## src/rtl/uart_tx_feeder.sv

```systemverilog
// -----------------------------------------------------------------------------
// uart_tx_feeder
//
// Purpose:
//   Moves bytes from a source FIFO to a UART transmitter, one byte at a time.
//   A byte is popped only when the transmitter is idle and no earlier byte is
//   still in flight. The byte is then presented with a one-cycle load strobe.
//   If the transmitter does not raise busy within START_TIMEOUT cycles, the
//   byte is abandoned and drop_out pulses. Completed bytes are counted.
//
// Configuration macro:
//   UART_TX_FEEDER_CRLF_EN
//     When defined, each completed LF (0x0A) is followed by an inserted CR
//     (0x0D). No FIFO pop happens until that CR has completed or has been
//     dropped. When undefined, bytes pass through unmodified.
//
// Parameters:
//   DATA_BITS      width of the byte path (default 8)
//   START_TIMEOUT  cycles allowed for tx_busy_in to rise after a load strobe
//                  (default 32; must be >= 1)
//
// Ports:
//   sysclk         in   clock; all state changes on its rising edge
//   nrst_in        in   asynchronous active-low reset
//   en_in          in   allows new FIFO pops (checked between bytes only)
//   fifo_empty_in  in   source FIFO empty flag
//   fifo_data_in   in   FIFO read data, valid the cycle after fifo_rd_out
//   fifo_rd_out    out  one-cycle FIFO pop strobe
//   tx_busy_in     in   UART transmitter busy for the whole frame
//   tx_data_out    out  byte presented to the transmitter
//   data_rdy_out   out  one-cycle load strobe to the transmitter
//   drop_out       out  one-cycle pulse when a byte is abandoned on timeout
//   tx_count_out   out  bytes completed since reset (wraps at 16 bits)
// -----------------------------------------------------------------------------
module uart_tx_feeder #(
    parameter int DATA_BITS     = 8,
    parameter int START_TIMEOUT = 32
) (
    input  logic                 sysclk,
    input  logic                 nrst_in,
    input  logic                 en_in,
    input  logic                 fifo_empty_in,
    input  logic [DATA_BITS-1:0] fifo_data_in,
    output logic                 fifo_rd_out,
    input  logic                 tx_busy_in,
    output logic [DATA_BITS-1:0] tx_data_out,
    output logic                 data_rdy_out,
    output logic                 drop_out,
    output logic [15:0]          tx_count_out
);

    // The timeout counter must be able to hold START_TIMEOUT itself.
    localparam int TMO_W = (START_TIMEOUT < 1) ? 1 : $clog2(START_TIMEOUT + 1);
    localparam logic [TMO_W-1:0] TMO_LIMIT = TMO_W'(START_TIMEOUT);

`ifdef UART_TX_FEEDER_CRLF_EN
    localparam logic [DATA_BITS-1:0] CHAR_LF = DATA_BITS'(8'h0A);
    localparam logic [DATA_BITS-1:0] CHAR_CR = DATA_BITS'(8'h0D);

    typedef enum logic [2:0] {
        ST_IDLE       = 3'd0,
        ST_FETCH      = 3'd1,
        ST_LOAD       = 3'd2,
        ST_WAIT_START = 3'd3,
        ST_WAIT_DONE  = 3'd4,
        ST_INSERT_CR  = 3'd5
    } state_t;
`else
    typedef enum logic [2:0] {
        ST_IDLE       = 3'd0,
        ST_FETCH      = 3'd1,
        ST_LOAD       = 3'd2,
        ST_WAIT_START = 3'd3,
        ST_WAIT_DONE  = 3'd4
    } state_t;
`endif

    state_t               state_q, state_d;
    logic [DATA_BITS-1:0] byte_q,  byte_d;
    logic [TMO_W-1:0]     tmo_q,   tmo_d;
    logic [15:0]          count_q, count_d;

    logic pop_req;
    logic load_req;
    logic drop_req;

    // -------------------------------------------------------------------------
    // State register
    // -------------------------------------------------------------------------
    always_ff @(posedge sysclk or negedge nrst_in) begin
        if (!nrst_in) begin
            state_q <= ST_IDLE;
            byte_q  <= '0;
            tmo_q   <= '0;
            count_q <= '0;
        end else begin
            state_q <= state_d;
            byte_q  <= byte_d;
            tmo_q   <= tmo_d;
            count_q <= count_d;
        end
    end

    // -------------------------------------------------------------------------
    // Next-state and strobe logic
    //
    // The pop is decided in IDLE and issued in that same cycle, so the FIFO
    // data shows up while the FSM sits in FETCH, and the load strobe follows
    // in LOAD: pop to load strobe is exactly two cycles.
    // -------------------------------------------------------------------------
    always_comb begin
        state_d  = state_q;
        byte_d   = byte_q;
        tmo_d    = tmo_q;
        count_d  = count_q;
        pop_req  = 1'b0;
        load_req = 1'b0;
        drop_req = 1'b0;

        case (state_q)
            ST_IDLE: begin
                // The empty flag only matters here; the FIFO may change
                // freely while a byte is in flight.
                if (en_in && !fifo_empty_in && !tx_busy_in) begin
                    pop_req = 1'b1;
                    state_d = ST_FETCH;
                end
            end

            ST_FETCH: begin
                byte_d  = fifo_data_in;
                state_d = ST_LOAD;
            end

            ST_LOAD: begin
                load_req = 1'b1;
                tmo_d    = '0;
                state_d  = ST_WAIT_START;
            end

            ST_WAIT_START: begin
                // Busy seen on the last allowed cycle still wins over the
                // timeout.
                if (tx_busy_in) begin
                    state_d = ST_WAIT_DONE;
                end else if (tmo_q == TMO_LIMIT) begin
                    drop_req = 1'b1;
                    state_d  = ST_IDLE;
                end else begin
                    tmo_d = tmo_q + 1'b1;
                end
            end

            ST_WAIT_DONE: begin
                // en_in is deliberately ignored here: a byte already handed
                // to the transmitter always runs to completion.
                if (!tx_busy_in) begin
                    count_d = count_q + 16'd1;
                    state_d = ST_IDLE;
`ifdef UART_TX_FEEDER_CRLF_EN
                    // The inserted CR is never an LF, so it cannot retrigger.
                    if (byte_q == CHAR_LF) begin
                        state_d = ST_INSERT_CR;
                    end
`endif
                end
            end

`ifdef UART_TX_FEEDER_CRLF_EN
            ST_INSERT_CR: begin
                // Reuses the normal load/handshake path, including its
                // timeout; a dropped CR returns straight to IDLE.
                byte_d  = CHAR_CR;
                state_d = ST_LOAD;
            end
`endif

            default: begin
                state_d = ST_IDLE;
            end
        endcase
    end

    // -------------------------------------------------------------------------
    // Outputs
    //
    // The pop strobe is a same-cycle decision from IDLE, so a pop can happen
    // in the very first cycle after reset release. Because IDLE is also the
    // reset state, the strobe is additionally qualified by nrst_in to keep it
    // low while reset is held.
    // -------------------------------------------------------------------------
    assign fifo_rd_out  = pop_req & nrst_in;
    assign data_rdy_out = load_req;
    assign drop_out     = drop_req;
    assign tx_data_out  = byte_q;
    assign tx_count_out = count_q;

endmodule

```

## config.mk

```make
export PLATFORM = sky130hd
export DESIGN_NAME = uart_tx_feeder
export DESIGN_NICKNAME = d
export VERILOG_FILES = /design/src/rtl/uart_tx_feeder.sv
export SDC_FILE = /design/constraint.sdc
export NUM_CORES = 1
export LEC_CHECK = 0
export BUFFER_PORTS_ARGS = -buffer_cell sky130_fd_sc_hd__buf_2
export CAP_MARGIN = 20
export CORE_ASPECT_RATIO = 1.5
export CORE_MARGIN = 5
export CORE_UTILIZATION = 56
export CTS_CLUSTER_DIAMETER = 40
export CTS_CLUSTER_SIZE = 25
export DETAILED_ROUTE_END_ITERATION = 16
export PLACE_DENSITY = 0.81
export SLEW_MARGIN = 5
export SYNTH_ARGS = -nofsm -noshare
export SYNTH_HDL_FRONTEND = slang
export SYNTH_SLANG_ARGS = --single-unit
```

## constraint.sdc

```tcl
create_clock -name sysclk -period 4.6 [get_ports sysclk]
set_input_delay 0.46 -clock sysclk [delete_from_list [all_inputs] [get_ports sysclk]]
set_output_delay 0.46 -clock sysclk [all_outputs]
set_load 0.1 [all_outputs]
```

After elaboration in Yosys (flattened, before gate mapping)
Index checks and enable logic that the tools add are counted.
Storage, ports and cells
  register bits: 33
  bits of input ports: 13
Cells by class
  mux-type cells: 14
  add/subtract/negate cells: 2
  equal/unequal tests: 10
  bitwise gates (word level): 2
  reductions and logical operators: 9
Operators with widths (number)
  $add 16x1->16 const B: 1
  $pmux 3 s5: 1
  $mux 3: 4
  $mux 6: 2
  $pmux 6 s2: 1
  $ne 2x2->1 const B: 4
  $add 6x1->6 const B: 1
  $eq 3x2->1 const B: 2
  $eq 6x6->1 const B: 1
  $mux 1: 6
  $reduce_and 3->1: 2
  $eq 3x1->1 const B: 1
  $eq 3x3->1 const B: 1
  $logic_not 3->1: 1
  $ne 3x3->1 const B: 1
  $logic_and 1x1->1: 2
  $logic_not 1->1: 2
  $reduce_and 2->1: 1
  $reduce_bool 2->1: 1
  $and 1x1->1: 1
  $not 1->1: 1

Logic depth before layout (Yosys ltp)
  word-level depth: 6
  depth in mapped cells: 6

Least setup slack after synthesis
No wires, ideal clock.
  kind: flip-flop to output port
  start: register state_q[2]
  end: output drop_out
  setup slack: 376 ps
  cell stages (with the launch flop): 5
  data required time: 4140 ps
  data arrival time: 3764 ps
  buffers on the path: 2
  path through: dfrtp_1 -> buf_2 -> nand2b_1 -> clkbuf_1 -> nor4_1
On the way
  longest elaborated chain between the ends: 2
Ends and longest elaborated chain
  from (decl): RTL line 78  | state_t state_q, state_d;
  from (signal assigned): RTL line 97  | state_q <= state_d;
  $eq 3x2->1: RTL line 120  | case (state_q)
  $mux 1: RTL line 120
  to (decl): RTL line 48  | output logic drop_out,
Every way passes these cells.

Final worst setup path
Ends and elaborated chain as after synthesis.

==> results.sh <==
export IMPL_io_pins=40
export IMPL_dp_cells=217
export IMPL_gp_congestion=0.790
export IMPL_fin_setup_tns_ns=0
export IMPL_worstMarginPinSlew_ns=0.722
export IMPL_via_per_inst=5.58
export IMPL_ys_ff_latch=33
export IMPL_ant_nets=0
export IMPL_grt_pass1_vias=1287
export IMPL_avgSynthCellArea_um2=10.9
export IMPL_cts_path_max_buffers=2
export IMPL_status="complete, no violations"
export IMPL_setup_violations=0
export IMPL_crit_family="simple AND/OR/NAND/NOR gates"
export IMPL_cts_tree="done"
export IMPL_hold_viol=0
export IMPL_start_kind="flop"
export IMPL_critical_path_buf_inv_count=1
export IMPL_synthCells=145
export IMPL_yosysTopAreaCell="dfrtp_1"
export IMPL_p_leak_nw=0.911
export IMPL_cp_required_ns=4.14
export IMPL_maxCapViolCount=0
export IMPL_synth_area_leaders="dfrtp_1, xnor2_1, mux2_2"
export IMPL_rsz0062_at_grt="false"
export IMPL_layout_setup_ws_ns=2.21
export IMPL_drc=0
export IMPL_fin_util_pct=69.7
export IMPL_fin_skew_ns=0.00474
export IMPL_avgRoutedWirePerCell_um=15.2
export IMPL_ys_types=36
export IMPL_final_max_slew_viol_count=0
export IMPL_hold_class="input pin to async pin"
export IMPL_grt_pass1_wl_mm=5.70
export IMPL_layout_worst_path_cycle_share_pct=51.9
export IMPL_cts_root_buffer="clkbuf_8"
export IMPL_hold_ws_ns=0.234
export IMPL_grt_usage_pct=19.7
export IMPL_fin_total_pwr_mw=1.32
export IMPL_die_area_mm2=0.00401
export IMPL_hold_buffers=0
export IMPL_post_route_min_period_ns=2.39
export IMPL_placed_area_mm2=0.00180
export IMPL_path_max_fanout=14
export IMPL_drtIter0Drc=24
export IMPL_path_cells="nand2b_1 -> nor4_1 -> buf_2"
export IMPL_crit_path_max_incr_delay_ns=0.47
export IMPL_drtPass1Iterations=4
export IMPL_grt_start_max_net_pins=35
export IMPL_vdd_drop_max_uv=500
export IMPL_max_freq_ghz=0.418
export IMPL_drt_total_wl_mm=3.40
export IMPL_ctsResizeCount=0
export IMPL_arrival_ns=1.93
export IMPL_critical_path_endpoint_type="output port"
export IMPL_clk_latency_ns=0.28
export IMPL_cp_slowest_cell="buf_2"
export IMPL_worst_setup_path_type="flop to output port"
export IMPL_place_ws_ns=2.24
export IMPL_antenna_found_initial=0
export IMPL_post_cts_buffers=0
export IMPL_num_vias=1250
export IMPL_grt_remaining_overflow=0
export IMPL_synth_warnings=0
export IMPL_syn_cell_area_mm2=0.00158
export IMPL_numCtsBuffers=5
export IMPL_die_h_um=75.1
export IMPL_area_growth_synth_to_final_pct=19.1
export IMPL_clk_pin_slew_ns=0.06
export IMPL_antenna_diode_count=0
export IMPL_dp_hpwl_mm=2.53
export IMPL_numPortBuffers=39
export IMPL_layoutNonFillerInstCount=224
export IMPL_final_area_mm2=0.00189
export IMPL_core_area_mm2=0.00271
export IMPL_power_density_mw_per_mm2=698
export IMPL_syn_nets=161
export IMPL_drive_above_1_share_pct=32.1
export IMPL_cts_sinks=33
export IMPL_fp_row_count=23
export IMPL_htree_levels=2
export IMPL_initial_utilization_pct=58.5
export IMPL_ys_seq_area_share_pct=52.2
export IMPL_relSlewSlack_pct=51.2
export IMPL_die_w_um=53.4
export IMPL_fin_nets=203
export IMPL_yosysTopAreaCellShare_pct=52.2
[Yosys cell counts]
master / count
ha_1: 3
o21ai_0: 6
o211ai_1: 1
clkbuf_1: 1
nand4b_1: 1
o21a_1: 1
or4_1: 1
dfrtp_1: 33
and4_4: 1
nor2_1: 6
and4_1: 1
o311ai_0: 1
a21o_1: 1
nand4_1: 5
nor3_2: 1
mux2_2: 8
xor2_1: 2
nor4b_1: 1
buf_6: 1
inv_1: 4
nand3_1: 7
nor4_1: 3
o31a_1: 1
nor3_4: 2
nand2_1: 22
or4b_4: 1
nor3_1: 5
a31oi_1: 1
buf_2: 2
xnor2_1: 12
a22oi_1: 1
and2_1: 1
xor2_2: 1
a31o_2: 1
nand2b_1: 4
a21oi_1: 2
[cell usage in the layout, fill, tap and decap left out, types with 2 or more instances in the layout]
| cell type | Yosys | routed |
|---|---|---|
| nand3_1 | 7 | 7 |
| dfrtp_1 | 33 | 33 |
| ha_1 | 3 | 3 |
| nand4_1 | 5 | 5 |
| inv_1 | 4 | 4 |
| nand2_1 | 22 | 22 |
| clkbuf_8 | 0 | 6 |
| nor2_1 | 6 | 6 |
| nor4_1 | 3 | 3 |
| nand2b_1 | 4 | 4 |
| a21oi_1 | 2 | 2 |
| o21ai_0 | 6 | 6 |
| mux2_2 | 8 | 8 |
| buf_2 | 2 | 39 |
| xor2_1 | 2 | 2 |
| nor3_4 | 2 | 2 |
| xnor2_1 | 12 | 12 |
| nor3_1 | 5 | 5 |
[routing by layer]
layer / part of all wire, % / GRT usage [%] / vias up
met4: 3.0 / 11.9 / 0
met2: 55 / 36.4 / 31
met1: 38 / 19.7 / 615
met3: 4.4 / 3.56 / 11
met5: 0 / 0 / -
li1: - / - / 593
[worst paths after layout]
| path | depth (start not counted) | slack, ns | startpoint | endpoint |
|---|---|---|---|---|
| min in group sysclk | 2 | 0.40 | fifo_data_in[3] | tx_data_out[3] |
| setup reg to reg | 4 | 2.75 | state_q[0] | tx_count_out[9] |
| setup / recovery | 3 | 2.21 | state_q[2] | drop_out |
| hold / removal | 1 | 0.23 | nrst_in | tx_count_out[4] |
| hold reg to reg | 1 | 0.48 | tx_count_out[15] | tx_count_out[15] |
| max in group asynchronous | 1 | 3.90 | nrst_in | tx_count_out[0] |
[sequential cells by signal, summed over array words and instances (netlist names)]
register      cells
tmo_q             6
state_q           3
tx_count_out     16
tx_data_out       8
[power by group]
| part | total, mW | switching [mW] | internal [mW] |
|---|---|---|---|
| sequential | 0.447 | 0.0819 | 0.365 |
| clock | 0.217 | 0.0981 | 0.119 |
| combinational | 0.652 | 0.516 | 0.137 |
| total | 1.32 | 0.696 | 0.621 |
[area by class of cell]
cell class | count | area, um^2
Inverter | 4 | 15.0
Tap cell | 37 | 46.3
Fill cell | 222 | 820
Multi-Input combinational cell | 104 | 717
Sequential cell | 33 | 826
Timing Repair Buffer | 39 | 195
Clock buffer | 7 | 86.3
[cells by family (layout without fill, tap and decap cells)]
logic type / after synthesis / after routing / synth area share (%)
AO/OA/AOI/OAI: 16 / 16 / 6.48
adder cells (fa/ha/maj): 3 / 3 / 2.37
XOR/XNOR: 15 / 15 / 8.78
AND/OR/NAND/NOR: 62 / 62 / 22.0
flip-flops: 33 / 33 / 52.2
buffers and inverters: 8 / 50 / 2.53
multiplexers: 8 / 8 / 5.69
Note: power is estimated with default switching activity, not from simulation.
